[src/rtl/demo_master_if.sv]
// Bus between demo_master and its arbiter/slave: request/grant, command phase, read-data return.
interface demo_master_if #(
    parameter int ADDR_W = 16,
    parameter int DATA_W = 8
);
    logic              bus_req;
    logic              bus_grant;
    logic              bus_valid;
    logic              bus_ready;
    logic              bus_we;
    logic [ADDR_W-1:0] bus_addr;
    logic [DATA_W-1:0] bus_wdata;
    logic              bus_rvalid;
    logic [DATA_W-1:0] bus_rdata;

    modport master (
        output bus_req,
        input  bus_grant,
        output bus_valid,
        input  bus_ready,
        output bus_we,
        output bus_addr,
        output bus_wdata,
        input  bus_rvalid,
        input  bus_rdata
    );

    modport slave (
        input  bus_req,
        output bus_grant,
        input  bus_valid,
        output bus_ready,
        input  bus_we,
        input  bus_addr,
        input  bus_wdata,
        output bus_rvalid,
        output bus_rdata
    );
endinterface

[src/rtl/demo_master.sv]
// Single-transfer bus master launched by the operator start key (IDLE/REQ/CMD/RDATA/DONE).
// Optional per-phase wait timeout with sticky err: define DEMO_MASTER_TIMEOUT_EN.
module demo_master #(
    parameter int ADDR_W  = 16,
    parameter int DATA_W  = 8,
    parameter int TIMEOUT = 255
) (
    input  logic              clk,
    input  logic              rst,
    input  logic              start,
    input  logic              mode,
    input  logic [ADDR_W-1:0] addr,
    input  logic [DATA_W-1:0] wdata,
    demo_master_if.master     bus,
    output logic [DATA_W-1:0] rdata,
    output logic              busy,
    output logic              done,
    output logic              err
);

    typedef enum logic [2:0] {
        S_IDLE,
        S_REQ,
        S_CMD,
        S_RDATA,
        S_DONE
    } state_t;

    state_t            state;
    logic              start_p0;
    logic              start_p1;
    logic              start_edge;
    logic              mode_q;
    logic [ADDR_W-1:0] addr_q;
    logic [DATA_W-1:0] wdata_q;
    logic              abort;

    generate
        if (TIMEOUT < 1 || TIMEOUT > 65535) begin : g_bad_timeout
            $error("demo_master: TIMEOUT must be in 1..65535");
        end
    endgenerate

    // start comes from a key: one register stage, then the previous-value register for edge detect
    assign start_edge = start_p0 & ~start_p1;

`ifdef DEMO_MASTER_TIMEOUT_EN
    logic [15:0] wait_cnt;
    logic        waiting;
    logic        err_q;

    always_comb begin
        waiting = 1'b0;
        case (state)
            S_REQ:   waiting = ~bus.bus_grant;
            S_CMD:   waiting = ~bus.bus_ready;
            S_RDATA: waiting = ~bus.bus_rvalid;
            default: waiting = 1'b0;
        endcase
        abort = waiting && (wait_cnt == 16'(TIMEOUT - 1));
    end

    // Any cycle without a wait ends in a state change, so clearing here restarts the count on entry
    always_ff @(posedge clk or posedge rst) begin
        if (rst) begin
            wait_cnt <= '0;
            err_q    <= 1'b0;
        end else begin
            wait_cnt <= (waiting && !abort) ? wait_cnt + 16'd1 : '0;
            if (abort)
                err_q <= 1'b1;
            else if (state == S_IDLE && start_edge)
                err_q <= 1'b0;
        end
    end

    assign err = err_q;
`else
    assign abort = 1'b0;
    assign err   = 1'b0;
`endif

    always_ff @(posedge clk or posedge rst) begin
        if (rst) begin
            state         <= S_IDLE;
            start_p0      <= 1'b0;
            start_p1      <= 1'b0;
            mode_q        <= 1'b0;
            addr_q        <= '0;
            wdata_q       <= '0;
            bus.bus_req   <= 1'b0;
            bus.bus_valid <= 1'b0;
            bus.bus_we    <= 1'b0;
            bus.bus_addr  <= '0;
            bus.bus_wdata <= '0;
            rdata         <= '0;
            busy          <= 1'b0;
            done          <= 1'b0;
        end else begin
            start_p0 <= start;
            start_p1 <= start_p0;
            done     <= 1'b0;
            if (abort) begin
                state         <= S_DONE;
                bus.bus_req   <= 1'b0;
                bus.bus_valid <= 1'b0;
                bus.bus_we    <= 1'b0;
                bus.bus_addr  <= '0;
                bus.bus_wdata <= '0;
                done          <= 1'b1;
            end else begin
                case (state)
                    S_IDLE: begin
                        if (start_edge) begin
                            mode_q      <= mode;
                            addr_q      <= addr;
                            wdata_q     <= wdata;
                            state       <= S_REQ;
                            bus.bus_req <= 1'b1;
                            busy        <= 1'b1;
                        end
                    end
                    S_REQ: begin
                        if (bus.bus_grant) begin
                            state         <= S_CMD;
                            bus.bus_valid <= 1'b1;
                            bus.bus_we    <= mode_q;
                            bus.bus_addr  <= addr_q;
                            bus.bus_wdata <= wdata_q;
                        end
                    end
                    S_CMD: begin
                        // Grant is deliberately not looked at once the command phase has started
                        if (bus.bus_ready) begin
                            bus.bus_valid <= 1'b0;
                            bus.bus_we    <= 1'b0;
                            bus.bus_addr  <= '0;
                            bus.bus_wdata <= '0;
                            if (mode_q) begin
                                state       <= S_DONE;
                                bus.bus_req <= 1'b0;
                                done        <= 1'b1;
                            end else begin
                                state <= S_RDATA;
                            end
                        end
                    end
                    S_RDATA: begin
                        if (bus.bus_rvalid) begin
                            rdata       <= bus.bus_rdata;
                            state       <= S_DONE;
                            bus.bus_req <= 1'b0;
                            done        <= 1'b1;
                        end
                    end
                    S_DONE: begin
                        state <= S_IDLE;
                        busy  <= 1'b0;
                    end
                    default: begin
                        state         <= S_IDLE;
                        bus.bus_req   <= 1'b0;
                        bus.bus_valid <= 1'b0;
                        bus.bus_we    <= 1'b0;
                        bus.bus_addr  <= '0;
                        bus.bus_wdata <= '0;
                        busy          <= 1'b0;
                    end
                endcase
            end
        end
    end

endmodule

[src/flat_wrapper.sv]
// flat-port wrapper written by rule: the top's interface ports become plain ports
module demo_master_flat 
#(
    parameter int ADDR_W  = 16,
    parameter int DATA_W  = 8,
    parameter int TIMEOUT = 255
)
  (clk, rst, start, mode, addr, wdata, rdata, busy, done, err, bus_bus_req, bus_bus_grant, bus_bus_valid, bus_bus_ready, bus_bus_we, bus_bus_addr, bus_bus_wdata, bus_bus_rvalid, bus_bus_rdata);
  demo_master_if #(.ADDR_W(ADDR_W), .DATA_W(DATA_W)) bus_i ();
  input  logic clk;
  input  logic rst;
  input  logic start;
  input  logic mode;
  input  logic [ADDR_W-1:0] addr;
  input  logic [DATA_W-1:0] wdata;
  output logic [DATA_W-1:0] rdata;
  output logic busy;
  output logic done;
  output logic err;
  output wire logic [$bits(bus_i.bus_req)-1:0] bus_bus_req;
  input wire logic [$bits(bus_i.bus_grant)-1:0] bus_bus_grant;
  output wire logic [$bits(bus_i.bus_valid)-1:0] bus_bus_valid;
  input wire logic [$bits(bus_i.bus_ready)-1:0] bus_bus_ready;
  output wire logic [$bits(bus_i.bus_we)-1:0] bus_bus_we;
  output wire logic [$bits(bus_i.bus_addr)-1:0] bus_bus_addr;
  output wire logic [$bits(bus_i.bus_wdata)-1:0] bus_bus_wdata;
  input wire logic [$bits(bus_i.bus_rvalid)-1:0] bus_bus_rvalid;
  input wire logic [$bits(bus_i.bus_rdata)-1:0] bus_bus_rdata;
  assign bus_bus_req = bus_i.bus_req;
  assign bus_i.bus_grant = bus_bus_grant;
  assign bus_bus_valid = bus_i.bus_valid;
  assign bus_i.bus_ready = bus_bus_ready;
  assign bus_bus_we = bus_i.bus_we;
  assign bus_bus_addr = bus_i.bus_addr;
  assign bus_bus_wdata = bus_i.bus_wdata;
  assign bus_i.bus_rvalid = bus_bus_rvalid;
  assign bus_i.bus_rdata = bus_bus_rdata;
  demo_master #(.ADDR_W(ADDR_W), .DATA_W(DATA_W), .TIMEOUT(TIMEOUT)) u_core (.clk(clk), .rst(rst), .start(start), .mode(mode), .addr(addr), .wdata(wdata), .bus(bus_i), .rdata(rdata), .busy(busy), .done(done), .err(err));
endmodule
[config.mk]
export PLATFORM = sky130hd
export DESIGN_NAME = demo_master_flat
export DESIGN_NICKNAME = d
export VERILOG_FILES = /design/src/rtl/demo_master_if.sv /design/src/rtl/demo_master.sv /design/src/flat_wrapper.sv
export SDC_FILE = /design/constraint.sdc
export NUM_CORES = 1
export LEC_CHECK = 0
export CORE_MARGIN = 5
export CORE_UTILIZATION = 40
export CTS_CLUSTER_SIZE = 20
export DETAILED_ROUTE_END_ITERATION = 10
export MAX_ROUTING_LAYER = met4
export PLACE_DENSITY_LB_ADDON = 0.1
export SLEW_MARGIN = 20
export SYNTH_ARGS = -nofsm -noshare
export SYNTH_HDL_FRONTEND = slang
export SYNTH_SLANG_ARGS = --single-unit
[constraint.sdc]
create_clock -name clk -period 2.6 [get_ports clk]
set_input_delay 0.65 -clock clk [delete_from_list [all_inputs] [get_ports clk]]
set_output_delay 0.65 -clock clk [all_outputs]
set_load 0.01 [all_outputs]
==> impl_metrics.ini <==
[critical_path]
crit_required_ns = 1.95
r2r_end = u_core.addr_q[2]$_DFFE_PP0P_
cp_cell_sequence = clkdlybuf4s50_1
slowest_stage = clkdlybuf4s50_1
r2r_cells = 3
cp_num_buf_inv = 1
cp_max_fo = 2
arrival_ns = 1.25
critPathCaptureType = output port
rr_startpoint = u_core.state[1]$_DFFE_PP0P_
worstSetupStartpointType = flip-flop
reg2reg_slack_ns = 0.84
cp_top_family = buffers and inverters
path_class = flip-flop to output port
max_stage_delay_ns = 0.55

[placement]
hpwl_mm = 4.13
place_congestion = 0.788
portBuffers = 75
dp_slack_ns = 0.542

[routing]
num_vias = 1928
wire_per_inst_um = 15.6
first_pass_iters = 4
postRouteAntennaNets = 0
drt_iter0_markers = 61
routed_wl_mm = 6.07
routed_via_density = 4.96
drc_errors = 0

[finish]
n_antenna_cell = 0
final_nets = 344
drive_gt1_share_pct = 18.4
area_growth_pct = 39.2
fillers = 592
final_util_pct = 56.5

[global_route]
first_global_vias = 2043
grt_max_degree = 39
antenna_found_initial = 0
grt_pass1_wl_mm = 10.3
overflow = 0
grtUsageTotal_pct = 15.7

[sta]
rsz0062_at_grt = no
tns_ns = 0
clock.fmax_mhz = 527
tightestPinTransition_ns = 0.501
drv_slew = 0
hold_viol = 0
period_needed_ns = 1.90
worst_slack_ns = 0.701
period_share_pct = 73.0
slew_headroom_pct = 66.5
finalSetupViolations = 0
skew_ns = 0.00878

[floorplanning]
fp.dieArea_um2 = 8530
die_w_um = 92.4
rows = 30
io_pins = 77
core_area_um2 = 6680
initial_core_util_pct = 40.6
die_y_um = 92.4

[clock_tree]
clkTransAtPathRegs_ns = 0.07
holdBufCountCts = 0
cts_setup_buffers = 0
clock_path_buffers = 2
htree_levels = 3
cts_buffers = 9
cts_tree = done
clkSinkCount = 67
ctsRootBufferMaster = clkbuf_8
insertion_delay_ns = 0.33
ctsResizeCount = 0

[power_and_ir_drop]
power.density_nw_per_um2 = 1150
leakage_uw = 0.00159
ir_drop_mv = 0.466

[yosys]
synth.avg_cell_area_um2 = 12.1
synth_warnings = 0
synth_area_um2 = 2710
ys_seq_area_share_pct = 61.8
synthesis.nets = 264
ys_types = 25
ys_ff_latch = 67
netlist_instances = 225

[worst_hold_path]
hold_path.class = flip-flop to flip-flop
holdPathEnd = u_core.start_p1$_DFF_PP0_
hold_path_depth = 0
min-delay-start = u_core.start_p0$_DFF_PP0_

[run]
maxCapViolations = 0

[outcome]
status = finished clean
[cell type report]
cell class	instances	area (µm²)	share of cell area, %
inverter	2	7.51	0.199
multi-input combinational	141	953	25.2
timing repair buffer	84	831	22.0
sequential	67	1680	44.4
clock buffer	13	149	3.94
tap	80	100	2.65
clock inverter	2	60.1	1.59
[worst reg2reg max path, delay by kind of cell, from the launching register on]
kind	cells	cell delay (ns)
buffers and inverters	1	0.38
flip-flops	1	0.56
multiplexers	1	0.40
AND/OR/NAND/NOR	1	0.31
[power by group]
group | internal, µW | total [µW] | switching [µW]
combinational | 941 | 1570 | 629
clock | 563 | 935 | 372
sequential | 1540 | 1860 | 318
[stage by stage]
stage	power, µW	area [µm²]	instances	hold slack (ns)
after CTS	4410	3780	389	0.383
after detailed placement	3470	3570	374	0.367
after global placement	3430	3570	374	0.363
final	4360	3780	389	0.380
after floorplan	2640	2710	225	0.355
after global routing	4650	3780	389	0.386
[Yosys cell counts (all sizes together)]
library cell,n,area (µm²)
and3,2,12.5
nand2,31,116
a21oi,2,10.0
o2111a,1,11.3
mux2,33,372
conb,1,3.75
nand3b,1,7.51
o21a,1,7.51
clkbuf,4,15.0
mux4,1,22.5
nor4,1,21.3
nand3,27,140
o21ai,28,140
dfrtp,67,1680
buf,11,76.3
nor2,3,11.3
a21o,2,15.0
nor4bb,1,10.0
nor2b,4,25.0
inv,2,7.51
nand2b,2,12.5
[registers in the layout, indices dropped and copies added, names as in the netlist]
name	count
u_core.addr_q	16
u_core.bus.bus_addr	16
u_core.bus.bus_wdata	8
u_core.rdata	8
u_core.wdata_q	8
u_core.state	3
u_core.bus.bus_req	1
u_core.bus.bus_valid	1
u_core.bus.bus_we	1
u_core.busy	1
u_core.done	1
u_core.mode_q	1
u_core.start_p0	1
u_core.start_p1	1
[cell families (layout without fill, tap and decap cells)]
| family | count (synthesis) | in the layout | share of synthesized area (%) |
|---|---|---|---|
| multiplexers | 34 | 34 | 14.5 |
| buffers and inverters | 17 | 101 | 3.64 |
| other | 1 | 1 | 0.138 |
| AND/OR/NAND/NOR | 72 | 72 | 13.1 |
| flip-flops | 67 | 67 | 61.8 |
| AO/OA/AOI/OAI | 34 | 34 | 6.78 |
[metal layers]
layer / vias up / GRT usage [%] / share of wire (%)
li1: 935 / - / -
met1: 933 / 20.3 / 45
met2: 51 / 24.1 / 49
met3: 9 / 3.74 / 4.7
met4: 0 / 5.94 / 1.2
met5: - / - / 0
[how the worst max path moves through the flow]
stage | start | to | cells after the start
3_3_place_gp | bus_bus_grant | u_core.bus.bus_addr[9]$_DFFE_PP0P_ | 5
3_5_place_dp | bus_bus_grant | u_core.bus.bus_wdata[1]$_DFFE_PP0P_ | 5
4_1_cts | u_core.bus.bus_addr[7]$_DFFE_PP0P_ | bus_bus_addr[7] | 1
6_report | u_core.bus.bus_wdata[5]$_DFFE_PP0P_ | bus_bus_wdata[5] | 1
5_1_grt | u_core.bus.bus_valid$_DFFE_PP0P_ | bus_bus_valid | 1
2_1_floorplan | rst | u_core.addr_q[0]$_DFFE_PP0P_ | 1
[cell usage in the layout, fill, tap and decap left out]
master,instances
nor4bb_4,1
o2111a_1,1
clkbuf_8,10
buf_12,1
dfrtp_1,67
clkdlybuf4s50_1,75
inv_1,1
nand3_2,1
nand2b_1,2
conb_1,1
nand3_1,26
mux2_1,2
mux2_2,31
nand3b_1,1
nor2_1,3
o21a_1,1
mux4_2,1
a21oi_1,2
bufinv_16,2
nor4_4,1
o21ai_0,28
inv_2,1
nand2_1,31
and3_1,2
nor2b_1,4
buf_4,8
clkbuf_1,3
a21o_1,2
Note: power is estimated with default switching activity, not from simulation.
